<file path="src/rtl/niox_dma.sv">
// niox_dma: single-word bus initiator that copies or fills a block of 32-bit words,
// using the niox sel/we/be/ack handshake with a per-strobe ack timeout.
module niox_dma #(
   parameter int unsigned LEN_W   = 12,
   parameter int unsigned TIMEOUT = 255
) (
   input  logic             clk_i,
   input  logic             rst_i,
   input  logic             start_i,
   input  logic             fill_i,
   input  logic [31:0]      src_i,
   input  logic [31:0]      dst_i,
   input  logic [LEN_W-1:0] len_i,
   input  logic [31:0]      fill_data_i,
   output logic             busy_o,
   output logic             done_o,
   output logic             err_o,
   output logic [LEN_W-1:0] remain_o,
   output logic [31:0]      addr_o,
   output logic [31:0]      data_o,
   input  logic [31:0]      data_i,
   output logic [3:0]       be_o,
   output logic             we_o,
   output logic             sel_o,
   input  logic             ack_i
);

   localparam int unsigned   TW       = (TIMEOUT > 2) ? $clog2(TIMEOUT) : 1;
   localparam logic [TW-1:0] TMO_LAST = TW'(TIMEOUT - 1);

   localparam logic [2:0] ST_IDLE = 3'd0;
   localparam logic [2:0] ST_RD   = 3'd1;
   localparam logic [2:0] ST_RGAP = 3'd2;
   localparam logic [2:0] ST_WR   = 3'd3;
   localparam logic [2:0] ST_WGAP = 3'd4;
   localparam logic [2:0] ST_FIN  = 3'd5;

   logic [2:0]       r_state, w_state_d;
   logic [31:0]      r_src, w_src_d;
   logic [31:0]      r_dst, w_dst_d;
   logic [LEN_W-1:0] r_remain, w_remain_d;
   logic             r_fill, w_fill_d;
   logic [31:0]      r_buf, w_buf_d;
   logic             r_err, w_err_d;
   logic [TW-1:0]    r_tmo, w_tmo_d;

   // Word alignment is forced by masking, so the low address bits carry no information.
   logic w_unused_addr_lsbs;
   assign w_unused_addr_lsbs = ^{src_i[1:0], dst_i[1:0]};

   always_comb begin
      w_state_d  = r_state;
      w_src_d    = r_src;
      w_dst_d    = r_dst;
      w_remain_d = r_remain;
      w_fill_d   = r_fill;
      w_buf_d    = r_buf;
      w_err_d    = r_err;
      w_tmo_d    = r_tmo;
      case (r_state)
         ST_IDLE: begin
            if (start_i) begin
               w_src_d    = {src_i[31:2], 2'b00};
               w_dst_d    = {dst_i[31:2], 2'b00};
               w_remain_d = len_i;
               w_fill_d   = fill_i;
               w_buf_d    = fill_data_i;
               w_err_d    = 1'b0;
               w_tmo_d    = '0;
               if (len_i == '0) begin
                  w_state_d = ST_FIN;
               end else if (fill_i) begin
                  w_state_d = ST_WR;
               end else begin
                  w_state_d = ST_RD;
               end
            end
         end
         ST_RD: begin
            if (ack_i) begin
               w_buf_d   = data_i;
               w_state_d = ST_RGAP;
            end else if (r_tmo == TMO_LAST) begin
               w_err_d   = 1'b1;
               w_state_d = ST_FIN;
            end else begin
               w_tmo_d = r_tmo + TW'(1);
            end
         end
         ST_RGAP: begin
            w_tmo_d   = '0;
            w_state_d = ST_WR;
         end
         ST_WR: begin
            if (ack_i) begin
               w_state_d = ST_WGAP;
            end else if (r_tmo == TMO_LAST) begin
               w_err_d   = 1'b1;
               w_state_d = ST_FIN;
            end else begin
               w_tmo_d = r_tmo + TW'(1);
            end
         end
         ST_WGAP: begin
            w_tmo_d    = '0;
            w_dst_d    = r_dst + 32'd4;
            w_remain_d = r_remain - LEN_W'(1);
            if (!r_fill) begin
               w_src_d = r_src + 32'd4;
            end
            if (r_remain == LEN_W'(1)) begin
               w_state_d = ST_FIN;
            end else if (r_fill) begin
               w_state_d = ST_WR;
            end else begin
               w_state_d = ST_RD;
            end
         end
         ST_FIN: begin
            w_state_d = ST_IDLE;
         end
         default: begin
            w_state_d = ST_IDLE;
         end
      endcase
   end

   always_ff @(posedge clk_i or posedge rst_i) begin
      if (rst_i) begin
         r_state  <= ST_IDLE;
         r_src    <= '0;
         r_dst    <= '0;
         r_remain <= '0;
         r_fill   <= 1'b0;
         r_buf    <= '0;
         r_err    <= 1'b0;
         r_tmo    <= '0;
      end else begin
         r_state  <= w_state_d;
         r_src    <= w_src_d;
         r_dst    <= w_dst_d;
         r_remain <= w_remain_d;
         r_fill   <= w_fill_d;
         r_buf    <= w_buf_d;
         r_err    <= w_err_d;
         r_tmo    <= w_tmo_d;
      end
   end

   // Bus outputs decode straight from state so an async reset drops strobes at once.
   assign sel_o    = (r_state == ST_RD);
   assign we_o     = (r_state == ST_WR);
   assign be_o     = (r_state == ST_RD || r_state == ST_WR) ? 4'hF : 4'h0;
   assign addr_o   = (r_state == ST_RD) ? r_src : ((r_state == ST_WR) ? r_dst : 32'h0);
   assign data_o   = (r_state == ST_WR) ? r_buf : 32'h0;
   assign busy_o   = (r_state != ST_IDLE);
   assign done_o   = (r_state == ST_FIN);
   assign err_o    = r_err;
   assign remain_o = r_remain;

endmodule

</file>
<file path="config.mk">
export PLATFORM = sky130hd
export DESIGN_NAME = niox_dma
export DESIGN_NICKNAME = d
export VERILOG_FILES = /design/src/rtl/niox_dma.sv
export SDC_FILE = /design/constraint.sdc
export NUM_CORES = 1
export LEC_CHECK = 0
export ABC_CLOCK_PERIOD_IN_PS = 10900
export CORE_MARGIN = 3
export CORE_UTILIZATION = 51
export DETAILED_ROUTE_END_ITERATION = 8
export PLACE_DENSITY = 0.83
export REMOVE_ABC_BUFFERS = 1
export SLEW_MARGIN = 30
export SYNTH_ARGS = -nofsm -noshare
export SYNTH_HDL_FRONTEND = slang
export SYNTH_SLANG_ARGS = --single-unit
</file>
<file path="constraint.sdc">
create_clock -name clk_i -period 10.9 [get_ports clk_i]
set_clock_uncertainty 0.05 [all_clocks]
set_input_delay 2.18 -clock clk_i [delete_from_list [all_inputs] [get_ports clk_i]]
set_output_delay 2.18 -clock clk_i [all_outputs]
set_load 0.02 [all_outputs]
</file>
=== Word-level counts from Yosys, hierarchy flattened ===
Cells that the tools add are included.

* Bits in registers: 121
* Input bits: 145
* Output and inout port bits: 85

* Add/subtract/negate cells: 4
* Eq/ne operators: 13
* Muxes and demuxes: 31
* Reductions and logical operators: 16

{| class="wikitable"
|+ Operators by type and width
! operator !! count
|-
| two-way mux 32 bit || 8
|-
| one-hot mux 32 bit (2 select lines) || 3
|-
| adder 32 x 3 -> 32 bit (second input constant) || 2
|-
| two-way mux 8 bit || 3
|-
| one-hot mux 12 bit (2 select lines) || 1
|-
| one-hot mux 8 bit (3 select lines) || 1
|-
| two-way mux 3 bit || 6
|-
| one-hot mux 3 bit (5 select lines) || 1
|-
| == test 12 x 1 -> 1 bit (second input constant) || 1
|-
| zero test 12 bit || 1
|-
| two-way mux 12 bit || 1
|-
| subtractor 12 x 1 -> 12 bit (second input constant) || 1
|-
| adder 8 x 1 -> 8 bit (second input constant) || 1
|-
| == test 8 bit (second input constant) || 1
|-
| inequality test 2 bit (second input constant) || 4
|-
| AND reduction 4 bit || 2
|-
| == test 3 x 2 -> 1 bit (second input constant) || 2
|-
| == test 3 bit (second input constant) || 2
|-
| AND reduction 3 bit || 2
|-
| nonzero test 2 bit || 3
|-
| nonzero test 3 bit || 2
|-
| two-way mux 2 bit || 2
|-
| two-way mux 4 bit || 1
|-
| inequality test 2 x 1 -> 1 bit (second input constant) || 2
|-
| other kinds (7) || 11
|}

=== Longest topological paths before layout ===
Gate-level depths: netlist of run 1.

* Depth in word-level cells: 4
* Gate-level depth with buffers: 9
* Mapped depth without buffers: 7

=== Worst setup path before layout of run 1 ===
OpenSTA, ideal clock, no wires.

* Path type: register -> output
* Start point: register r_state[1]
* End point: output addr_o[25]
* Arrival time: 1.797 ns
* Required time: 8.670 ns
* Slack: 6.873 ns
* Stages on the path, launching flop included: 6
* Path through: dfrtp_1 > clkbuf_1 > clkbuf_1 > buf_1 > mux2i_1 > nor2_1

* Word-level cells in the longest chain between the ends: 3
* Elaborated cells on any way between the ends: 4
* Classes of those cells: eq/ne: 2; mux: 2

{| class="wikitable"
|+ Ends and longest elaborated chain
! item !! RTL line !! text
|-
| start, declared || 38 || <nowiki>logic [2:0] r_state, w_state_d;</nowiki>
|-
| start signal, assigned || 139 || <nowiki>r_state <= w_state_d;</nowiki>
|-
| == test 3 x 2 -> 1 bit || 154 || <nowiki>assign addr_o = (r_state == ST_RD) ? r_src : ((r_state == ST_WR) ? r_dst : 32'h0);</nowiki>
|-
| two-way mux 32 bit || 154 ||
|-
| two-way mux 32 bit * || 154 ||
|-
| end, declared || 19 || <nowiki>output logic [31:0] addr_o,</nowiki>
|}

Every way passes the cells marked *; elsewhere a longest branch is shown, timed or not.

=== Final worst setup path of run 1 ===
* Start point: register r_state[2]
* End point: output data_o[8]

* Word-level cells in the longest chain between the ends: 2

{| class="wikitable"
|+ Ends and longest elaborated chain
! item !! RTL line !! text
|-
| == test 3 x 2 -> 1 bit || 155 || <nowiki>assign data_o = (r_state == ST_WR) ? r_buf : 32'h0;</nowiki>
|-
| two-way mux 32 bit || 155 ||
|-
| end, declared || 20 || <nowiki>output logic [31:0] data_o,</nowiki>
|}

No other way between the ends.

==> metrics.cfg, run 1 <==
[route]
wl_per_cell_um=18.66
firstDrtPassIters=6
vias=7642
drt-initial-drc-count=759
routed_via_density=6.173
drc_errors=0
wl_um=23110
antenna_left=0

[timing]
fin_crit_sh_pct=48.34
relSlewSlack_pct=36.43
hold_viol=0
max_freq_ghz=0.1898
rsz0062_at_grt=false
period_needed_ns=5.269
setup_violations=0
maxSlewViolCount=0
setup_tns_ns=0
holdWs_ns=0.4267
tightestPinTransition_ns=0.9536

[final_layout]
nFillCells=1034
syn2layout_area_growth_pct=38.74
antenna_cells=0
final_nets=1197
drive_gt1_share_pct=5.577
final_area_mm2=0.01011
final_common_cell=clkdlybuf4s50_1
layout_common_cells=223 x clkdlybuf4s50_1, 116 x dfrtp_1, 97 x nand2_1, 94 x nor2_1, 66 x mux2i_1

[yosys]
synth-edff-count=0
yosysWarnings=0
syn_area_mm2=0.007287
async_flop_share_pct=100.0
synth_cell_type_count=64
ys_seq_elements=117
synth_area_per_cell_um2=8.444
syn_inst=863
ys_seq_area_share_pct=40.18
synthFlopType=dfrtp_1

[clock_tree]
cts_setup_buffers=0
ctsHtreeMaxLevel=4
clkLatencyLatePin_ns=0.42
path_clk_slew_ns=0.05
cts.sinks=117
numCtsBuffers=17
clk_path_buf_depth=2
cts_root_buf=clkbuf_16
hold_buffers=0
tritoncts=built
cts_resized=0

[power_and_ir_drop]
p_sw_mw=1.252
swShare_pct=43.23
internal_power_mw=1.644
ir_drop_mv=0.1693
p_clk_share_pct=18.4
combPwrFrac_pct=51.4
p_leak_nw=4.182
seqPwrFrac_pct=30.2
power_density_mw_per_mm2=286.5

[floorplanning]
floorplan.rows=43
die-height_um=125.5
die-area_mm2=0.01576
pin_count=230
core_mm2=0.01393
start_util_pct=52.29
die_w_um=125.5

[place]
place_congestion=0.8554
port_buffers=223
dp_hpwl_um=15630
dpl-instance-area_mm2=0.009539

[global_routing]
grt_max_degree=77
grt.overflow.total=0
antenna_found_initial=0
grt_pass1_wl_um=36730
track_usage_pct=28.63
first_global_vias=7181

[setup_path]
end_kind=output port
worstReg2RegStart=r_state[1]$_DFFE_PP0N_
worstPathArrival_ns=3.04
rrSetupSlack_ns=7.83
start_kind=register
crit_fanout=38
r2r_cells=6
reg2reg_to=r_dst[29]$_DFFE_PP0P_
worst-endpoint-required_ns=8.67
critical_path_class=register to output port

[hold_path]
whs_path_depth=2
hold_class=register to register
hold_end=r_buf[23]$_DFFE_PP0P_
worstHoldStart=r_buf[23]$_DFFE_PP0P_

[flow_run]
maxCapViolations=0

[run_status]
status=completed

synthesized netlist by cell type (12+ instances only):
cell	instances	area share [%]
a211oi_1	13	1.3
a21oi_1	46	3.2
and3_1	45	3.9
buf_2	14	0.96
clkbuf_1	42	2.2
dfrtp_1	117	40
inv_1	13	0.67
mux2i_1	66	9.1
nand2_1	97	5.0
nand3_1	44	3.0
nand4_1	18	1.5
nor2_1	96	4.9
nor3_1	27	1.9
o211ai_1	12	1.2
o21ai_0	59	4.1
power by group through the flow:
stage | registers, mW | clock network (mW) | logic [mW]
after floorplan | 0.858 | 0 | 0.875
after global placement | 0.858 | 0 | 1.45
after detailed placement | 0.868 | 0 | 1.47
after CTS | 0.864 | 0.536 | 1.49
after global routing | 0.903 | 0.553 | 1.62
final | 0.876 | 0.533 | 1.49
sequential cells by signal (all words and copies together) (netlist names):
register and flops:
r_buf 32, r_dst 30, r_src 30, remain_o 12
r_tmo 8, r_state 3, err_o 1, r_fill 1
how the worst max path moves through the flow:
stage | from | end | slack [ns] | cells past startpoint
floorplan | r_state[1]$_DFFE_PP0N_ | sel_o | 5.05 | 1
global placement | r_state[2]$_DFFE_PP0N_ | data_o[1] | 6.30 | 4
detailed placement | r_state[2]$_DFFE_PP0N_ | data_o[0] | 6.30 | 4
CTS | r_state[2]$_DFFE_PP0N_ | data_o[8] | 5.84 | 4
global route | r_state[2]$_DFFE_PP0N_ | data_o[8] | 5.49 | 4
finish | r_state[2]$_DFFE_PP0N_ | data_o[8] | 5.63 | 4
kinds of logic (layout without fill, tap and decap cells):
logic type,after synthesis,count (layout),synth area share (%)
and+or+nand+nor,381,381,25.88
AOI/OAI and AO/OA,199,199,17.69
DFF,117,117,40.18
buffers and inverters,84,278,4.997
muxes,67,67,9.220
xor gates and xnor gates,8,8,0.9616
adders and majority gates,6,6,1.030
other,1,2,0.05146
layout make-up:
class                      count  area [µm²]  share of cell area [%]
multi-input combinational    663        4019                   39.75
sequential                   117        2929                   28.97
timing repair buffer         234        2315                   22.90
clock buffer                  29       560.5                   5.545
tap                          180       225.2                   2.228
inverter                      13       51.30                  0.5074
clock inverter                 2       10.01                 0.09901
worst max-delay path: stages, from the launching register on:
cell and delay, ns:
dfrtp_1 0.60, nand2b_1 0.19, clkinv_1 0.71, and3_1 0.52
clkdlybuf4s50_1 0.59
through the flow:
stage / instances / utilization [%] / total power [mW] / setup slack, ns
3_5_place_dp: 1207 / 68.46 / 2.342 / 6.305
4_1_cts: 1238 / 72.55 / 2.888 / 5.836
6_report: 1238 / 72.55 / 2.897 / 5.631
2_1_floorplan: 793 / - / 1.732 / 5.048
3_3_place_gp: 1207 / 68.46 / 2.306 / 6.304
5_1_grt: 1238 / 72.55 / 3.072 / 5.495
layer usage:
layer  routed length (µm)  vias to the layer above  GRT usage, %
li1                     -                     3536             -
met1                 9391                     3619         38.29
met2                11000                      434         45.47
met3                 2046                       53         6.365
met4                  670                        0         11.22
met5                    0                        -             0
Power figures use the tool's default switching activity.
==> run 2: changes to the inputs <==
--- a/config.mk
+++ b/config.mk
@@ -5,11 +5,11 @@
 export SDC_FILE = /design/constraint.sdc
 export NUM_CORES = 1
 export LEC_CHECK = 0
-export ABC_CLOCK_PERIOD_IN_PS = 10900
+export ABC_CLOCK_PERIOD_IN_PS = 4300
 export CORE_MARGIN = 3
-export CORE_UTILIZATION = 51
+export CORE_UTILIZATION = 43
 export DETAILED_ROUTE_END_ITERATION = 8
-export PLACE_DENSITY = 0.83
+export PLACE_DENSITY = 0.74
 export REMOVE_ABC_BUFFERS = 1
 export SLEW_MARGIN = 30
 export SYNTH_ARGS = -nofsm -noshare
==> constraint.sdc (replaced) <==
create_clock -name clk_i -period 4.3 [get_ports clk_i]
set_clock_uncertainty 0.05 [all_clocks]
set_input_delay 0.86 -clock clk_i [delete_from_list [all_inputs] [get_ports clk_i]]
set_output_delay 0.86 -clock clk_i [all_outputs]
set_load 0.02 [all_outputs]
==> run 2 against run 1 <==
Against the previous run:
- worst setup slack worse by 5.3 ns
- global-route usage down 3.9 points
- power rose to 2.6 times the previous value
- largest power group unchanged
- highest routed layer unchanged
==> metrics.cfg, run 2 (same netlist as run 1, synthesis figures left out) <==
[floorplanning]
die-area_mm2=0.01855  ; +18%
die-height_um=136.2  ; +8.5%
start_util_pct=44.90  ; -7.4 points
pin_count=230  ; unchanged
floorplan.rows=46  ; +7.0%
die_w_um=136.2  ; +8.5%
core_mm2=0.01623  ; +16%

[power_and_ir_drop]
seqPwrFrac_pct=30.4  ; +0.2 points
p_clk_share_pct=20.5  ; +2.1 points
combPwrFrac_pct=49.0  ; -2.4 points
ir_drop_mv=0.3850  ; +130%
power_density_mw_per_mm2=733.9  ; +160%
p_sw_mw=3.179  ; +150%
p_total_mw=7.543  ; +160%
p_leak_nw=4.246  ; +1.5%
swShare_pct=42.14  ; -1.1 points
internal_power_mw=4.364  ; +170%

[clock_tree]
path_clk_slew_ns=0.06  ; about the same
clk_path_buf_depth=2  ; unchanged
hold_buffers=0  ; unchanged
ctsHtreeMaxLevel=4  ; unchanged
numCtsBuffers=17  ; unchanged
tritoncts=built
cts_setup_buffers=0  ; unchanged
clkLatencyLatePin_ns=0.42  ; about the same
cts.sinks=117  ; unchanged
cts_root_buf=clkbuf_16
cts_resized=0  ; unchanged

[setup_path]
end_kind=output port
crit_slowest_cell=clkinv_1
max_stage_delay_ns=0.72  ; about the same
critical_path_class=register to output port
worst-endpoint-required_ns=3.39  ; -5.28 ns
worstPathArrival_ns=3.01  ; -0.03 ns
start_kind=register
crit_fanout=36  ; -5.3%
worstPathCellList=nand2b_1 > clkinv_1 > and3_1 > clkdlybuf4s50_1

[timing]
maxSlewViolCount=0  ; unchanged
hold_viol=0  ; unchanged
rsz0062_at_grt=false
setup_violations=0  ; unchanged
fin_crit_sh_pct=91.22
period_needed_ns=3.922
tightestPinTransition_ns=0.9085  ; -0.04507 ns
max_freq_ghz=0.2550
relSlewSlack_pct=39.06  ; +2.6 points

[final_layout]
drive_gt1_share_pct=6.121  ; +0.54 points
final_nets=1201  ; +0.33%
reg_top3=r_buf: 32 flops, r_dst: 30 flops, r_src: 30 flops
final_common_cell=clkdlybuf4s50_1
regMostFlops=r_buf
syn2layout_area_growth_pct=41.05
largest_register_ffs=32  ; unchanged
layout_common_cells=223 x clkdlybuf4s50_1, 116 x dfrtp_1, 97 x nand2_1, 94 x nor2_1, 66 x mux2i_1
nFillCells=1417  ; +37%
fin_util_pct=63.33  ; -9.2 points
antenna_cells=0  ; unchanged

[route]
wl_per_cell_um=18.19  ; -2.6%
firstDrtPassIters=5  ; -1
antenna_left=0  ; unchanged
routed_via_density=5.754  ; -6.8%
vias=7354  ; -3.8%
drt-initial-drc-count=578  ; -24%
drc_errors=0  ; unchanged
wl_um=23240  ; +0.59%

[global_routing]
antenna_found_initial=0  ; unchanged
first_global_vias=6743  ; -6.1%
grt_max_degree=65  ; -16%
grt_pass1_wl_um=36320  ; -1.1%
grt.overflow.total=0  ; unchanged
track_usage_pct=24.72  ; -3.9 points

[place]
dp_hpwl_um=16080  ; +2.9%
place_congestion=0.8435  ; -1.4%
port_buffers=223  ; unchanged

[flow_run]
maxCapViolations=0  ; unchanged

[hold_path]
hold_class=register to register

[run_status]
status=completed

## run 2: routing by layer
layer	GRT usage, %	vias to the layer above	share of wire [%]
met3	4.922	34	6.3
met1	34.80	3512	44
met4	8.679	0	2.4
li1	-	3537	-
met2	38.00	271	47
met5	0	-	0
## run 2: worst max-delay path: cells and delay by family (launching register included)
kind	cells	cell delay, ns
buffers and inverters	2	1.29
AND/OR/NAND/NOR	2	0.70
flip-flops	1	0.60
## run 2: worst paths after layout
| check | startpoint | endpoint | slack [ns] | depth (start not counted) |
|---|---|---|---|---|
| max in group asynchronous | rst_i | r_dst[19]$_DFFE_PP0P_ | 2.50 | 3 |
| setup reg to reg | r_state[1]$_DFFE_PP0N_ | remain_o[3]$_DFFE_PP0P_ | 1.52 | 5 |
| hold reg to reg | r_buf[8]$_DFFE_PP0P_ | r_buf[8]$_DFFE_PP0P_ | 0.42 | 2 |
| min in group asynchronous | rst_i | r_dst[5]$_DFFE_PP0P_ | 0.92 | 2 |
| hold / removal | r_buf[8]$_DFFE_PP0P_ | r_buf[8]$_DFFE_PP0P_ | 0.42 | 2 |
| setup / recovery | r_state[2]$_DFFE_PP0N_ | data_o[3] | 0.38 | 4 |
## run 2: per-stage QoR
stage | setup TNS, ns | hold WS [ns] | setup slack (ns) | instances | cell area [µm²]
2_1_floorplan | -1.171 | 0.3923 | -0.2323 | 793 | 6975
3_5_place_dp | 0 | 0.4137 | 1.071 | 1247 | 9639
3_3_place_gp | 0 | 0.4040 | 1.080 | 1247 | 9639
4_1_cts | 0 | 0.4247 | 0.6062 | 1278 | 10280
5_1_grt | 0 | 0.4487 | 0.2180 | 1278 | 10280
6_report | 0 | 0.4193 | 0.3777 | 1278 | 10280
## run 2: final cells by class
class	count	area, µm²	area share [%]
clock buffers	20	456.7	4.443
clock inverters	11	180.2	1.753
inverters	13	51.30	0.4991
multi-input cells	663	4019	39.10
flip-flops and latches	117	2932	28.52
well taps	216	270.3	2.629
repair buffers	238	2370	23.06
## run 2: power groups by stage
stage	Combinational [mW]	Clock, mW	Sequential (mW)
5_1_grt	4.03	1.62	2.39
4_1_cts	3.72	1.57	2.27
6_report	3.70	1.55	2.29
3_3_place_gp	3.65	0	2.26
2_1_floorplan	2.22	0	2.17
3_5_place_dp	3.70	0	2.28
==> run 3: changes to the inputs <==
--- a/config.mk
+++ b/config.mk
@@ -9,7 +9,7 @@
 export CORE_MARGIN = 3
 export CORE_UTILIZATION = 43
 export DETAILED_ROUTE_END_ITERATION = 8
-export PLACE_DENSITY = 0.74
+export PLACE_DENSITY = 0.78
 export REMOVE_ABC_BUFFERS = 1
 export SLEW_MARGIN = 30
 export SYNTH_ARGS = -nofsm -noshare
==> run 3 against run 2 <==
Against the previous run:
- sequential cell count did not move
- clock-buffer cell count did not move
- final cell count rose by 0.23%
- largest cell class unchanged
==> metrics.cfg, run 3 (same netlist as run 1, synthesis figures left out) <==
[route]
drt-initial-drc-count=719  ; +24%
vias=7505  ; +2.1%
wl_per_cell_um=18.35  ; +0.91%
firstDrtPassIters=5  ; unchanged
wl_um=23510  ; +1.1%
routed_via_density=5.859  ; +1.8%
drc_errors=0  ; unchanged
antenna_left=0  ; unchanged

[clock_tree]
cts_resized=0  ; unchanged
tritoncts=built
cts_setup_buffers=0  ; unchanged
path_clk_slew_ns=0.05  ; about the same
numCtsBuffers=17  ; unchanged
clk_path_buf_depth=2  ; unchanged
cts.sinks=117  ; unchanged
clkLatencyLatePin_ns=0.42  ; about the same
cts_root_buf=clkbuf_16
ctsHtreeMaxLevel=4  ; unchanged
hold_buffers=0  ; unchanged

[final_layout]
nFillCells=1400  ; -1.2%
syn2layout_area_growth_pct=41.71
final_area_mm2=0.01033  ; +0.46%
final_common_cell=clkdlybuf4s50_1
final_cells=1281  ; +0.23%
largest_register_ffs=32  ; unchanged
regMostFlops=r_buf
antenna_cells=0  ; unchanged
reg_top3=r_buf: 32 flops, r_dst: 30 flops, r_src: 30 flops
layout_common_cells=223 x clkdlybuf4s50_1, 116 x dfrtp_1, 97 x nand2_1, 94 x nor2_1, 66 x mux2i_1
final_nets=1203  ; +0.17%
drive_gt1_share_pct=6.667  ; +0.55 points

[setup_path]
start_kind=register
worstReg2RegStart=r_state[1]$_DFFE_PP0N_
crit_start=r_state[2]$_DFFE_PP0N_
critical_path_class=register to output port
worstPathArrival_ns=2.97  ; -0.04 ns
crit_fanout=38  ; +5.6%
end_kind=output port
worst-endpoint-required_ns=3.39  ; about the same

[timing]
setup_tns_ns=0  ; unchanged
period_needed_ns=3.881  ; -0.04106 ns
max_freq_ghz=0.2577  ; +1.1%
relSlewSlack_pct=41.10  ; +2.0 points
rsz0062_at_grt=false
hold_viol=0  ; unchanged
setup_violations=0  ; unchanged
fin_crit_sh_pct=90.26  ; -0.95 points
tightestPinTransition_ns=0.8781  ; -0.03040 ns
maxSlewViolCount=0  ; unchanged

[hold_path]
hold_class=register to register
worstHoldStart=r_buf[23]$_DFFE_PP0P_

[global_routing]
first_global_vias=7019  ; +4.1%
grt_max_degree=57  ; -12%
grt_pass1_wl_um=36540  ; +0.59%
grt.overflow.total=0  ; unchanged
track_usage_pct=24.79  ; +0.067 points
antenna_found_initial=0  ; unchanged

[flow_run]
maxCapViolations=0  ; unchanged

[place]
dp.cells=1249  ; +0.16%
place_congestion=0.8829  ; +4.7%
port_buffers=223  ; unchanged
dp_hpwl_um=16630  ; +3.4%
dpl-instance-area_mm2=0.009656  ; +0.17%

[floorplanning]
pin_count=230  ; unchanged
die-height_um=136.2  ; unchanged
floorplan.rows=46  ; unchanged
die-area_mm2=0.01855  ; unchanged
die_w_um=136.2  ; unchanged
core_mm2=0.01623  ; unchanged
start_util_pct=44.90  ; unchanged

[power_and_ir_drop]
power_density_mw_per_mm2=736.7  ; +0.39%
p_leak_nw=4.250  ; +0.11%
ir_drop_mv=0.4582  ; +19%

[run_status]
status=completed

==> run 3: cell count changes in the layout (fill, tap and decap cells not counted), sizes merged <==
cell and delta:
clkinvlp +4, buf +2, inv +1, clkinv -4
==> run 3: layout make-up <==
type	count	area [µm²]	share of cell area (%)
inverters	13	51.30	0.4968
clock buffers	20	466.7	4.520
multi-input cells	663	4025	38.98
well taps	216	270.3	2.617
clock inverters	12	198.9	1.927
flip-flops and latches	117	2929	28.37
repair buffers	240	2385	23.09
==> run 3: final timing paths <==
path                       slack (ns)  cells after the start                     to
setup / recovery                 0.42                      4             data_o[27]
hold / removal                   0.42                      2  r_buf[23]$_DFFE_PP0P_
setup reg to reg                 1.45                      5  r_dst[15]$_DFFE_PP0P_
hold reg to reg                  0.42                      2  r_buf[23]$_DFFE_PP0P_
max in group asynchronous        2.39                      4  r_dst[10]$_DFFE_PP0P_
min in group asynchronous        0.87                      2  r_buf[12]$_DFFE_PP0P_
==> run 3: report_power, final <==
part | internal (mW) | switching [mW] | total (mW)
Combinational | 1.71 | 2.01 | 3.72
Clock | 1.07 | 0.523 | 1.60
Sequential | 1.61 | 0.681 | 2.29
Total | 4.39 | 3.21 | 7.61
==> run 3: critical path, cell delays in order (launching register included) <==
cell and delay, ns:
dfrtp_1 0.60, nand2b_1 0.19, clkinv_1 0.69, and3_1 0.51
clkdlybuf4s50_1 0.55
==> run 3: metal layers <==
layer,global-route usage [%],routed length (µm)
met4,9.798,534
met5,0,0
met2,40.75,11650
met1,32.64,9709
met3,4.182,1615
==> run 3: metrics by stage <==
stage / hold WS (ns) / power [mW] / setup WS [ns] / util [%]
floorplan: 0.3923 / 4.392 / -0.2323 / -
global placement: 0.4029 / 5.891 / 1.059 / 59.48
detailed placement: 0.4141 / 5.979 / 1.021 / 59.49
CTS: 0.4260 / 7.612 / 0.5614 / 63.59
global route: 0.4463 / 8.083 / 0.2178 / 63.62
finish: 0.4197 / 7.608 / 0.4188 / 63.62
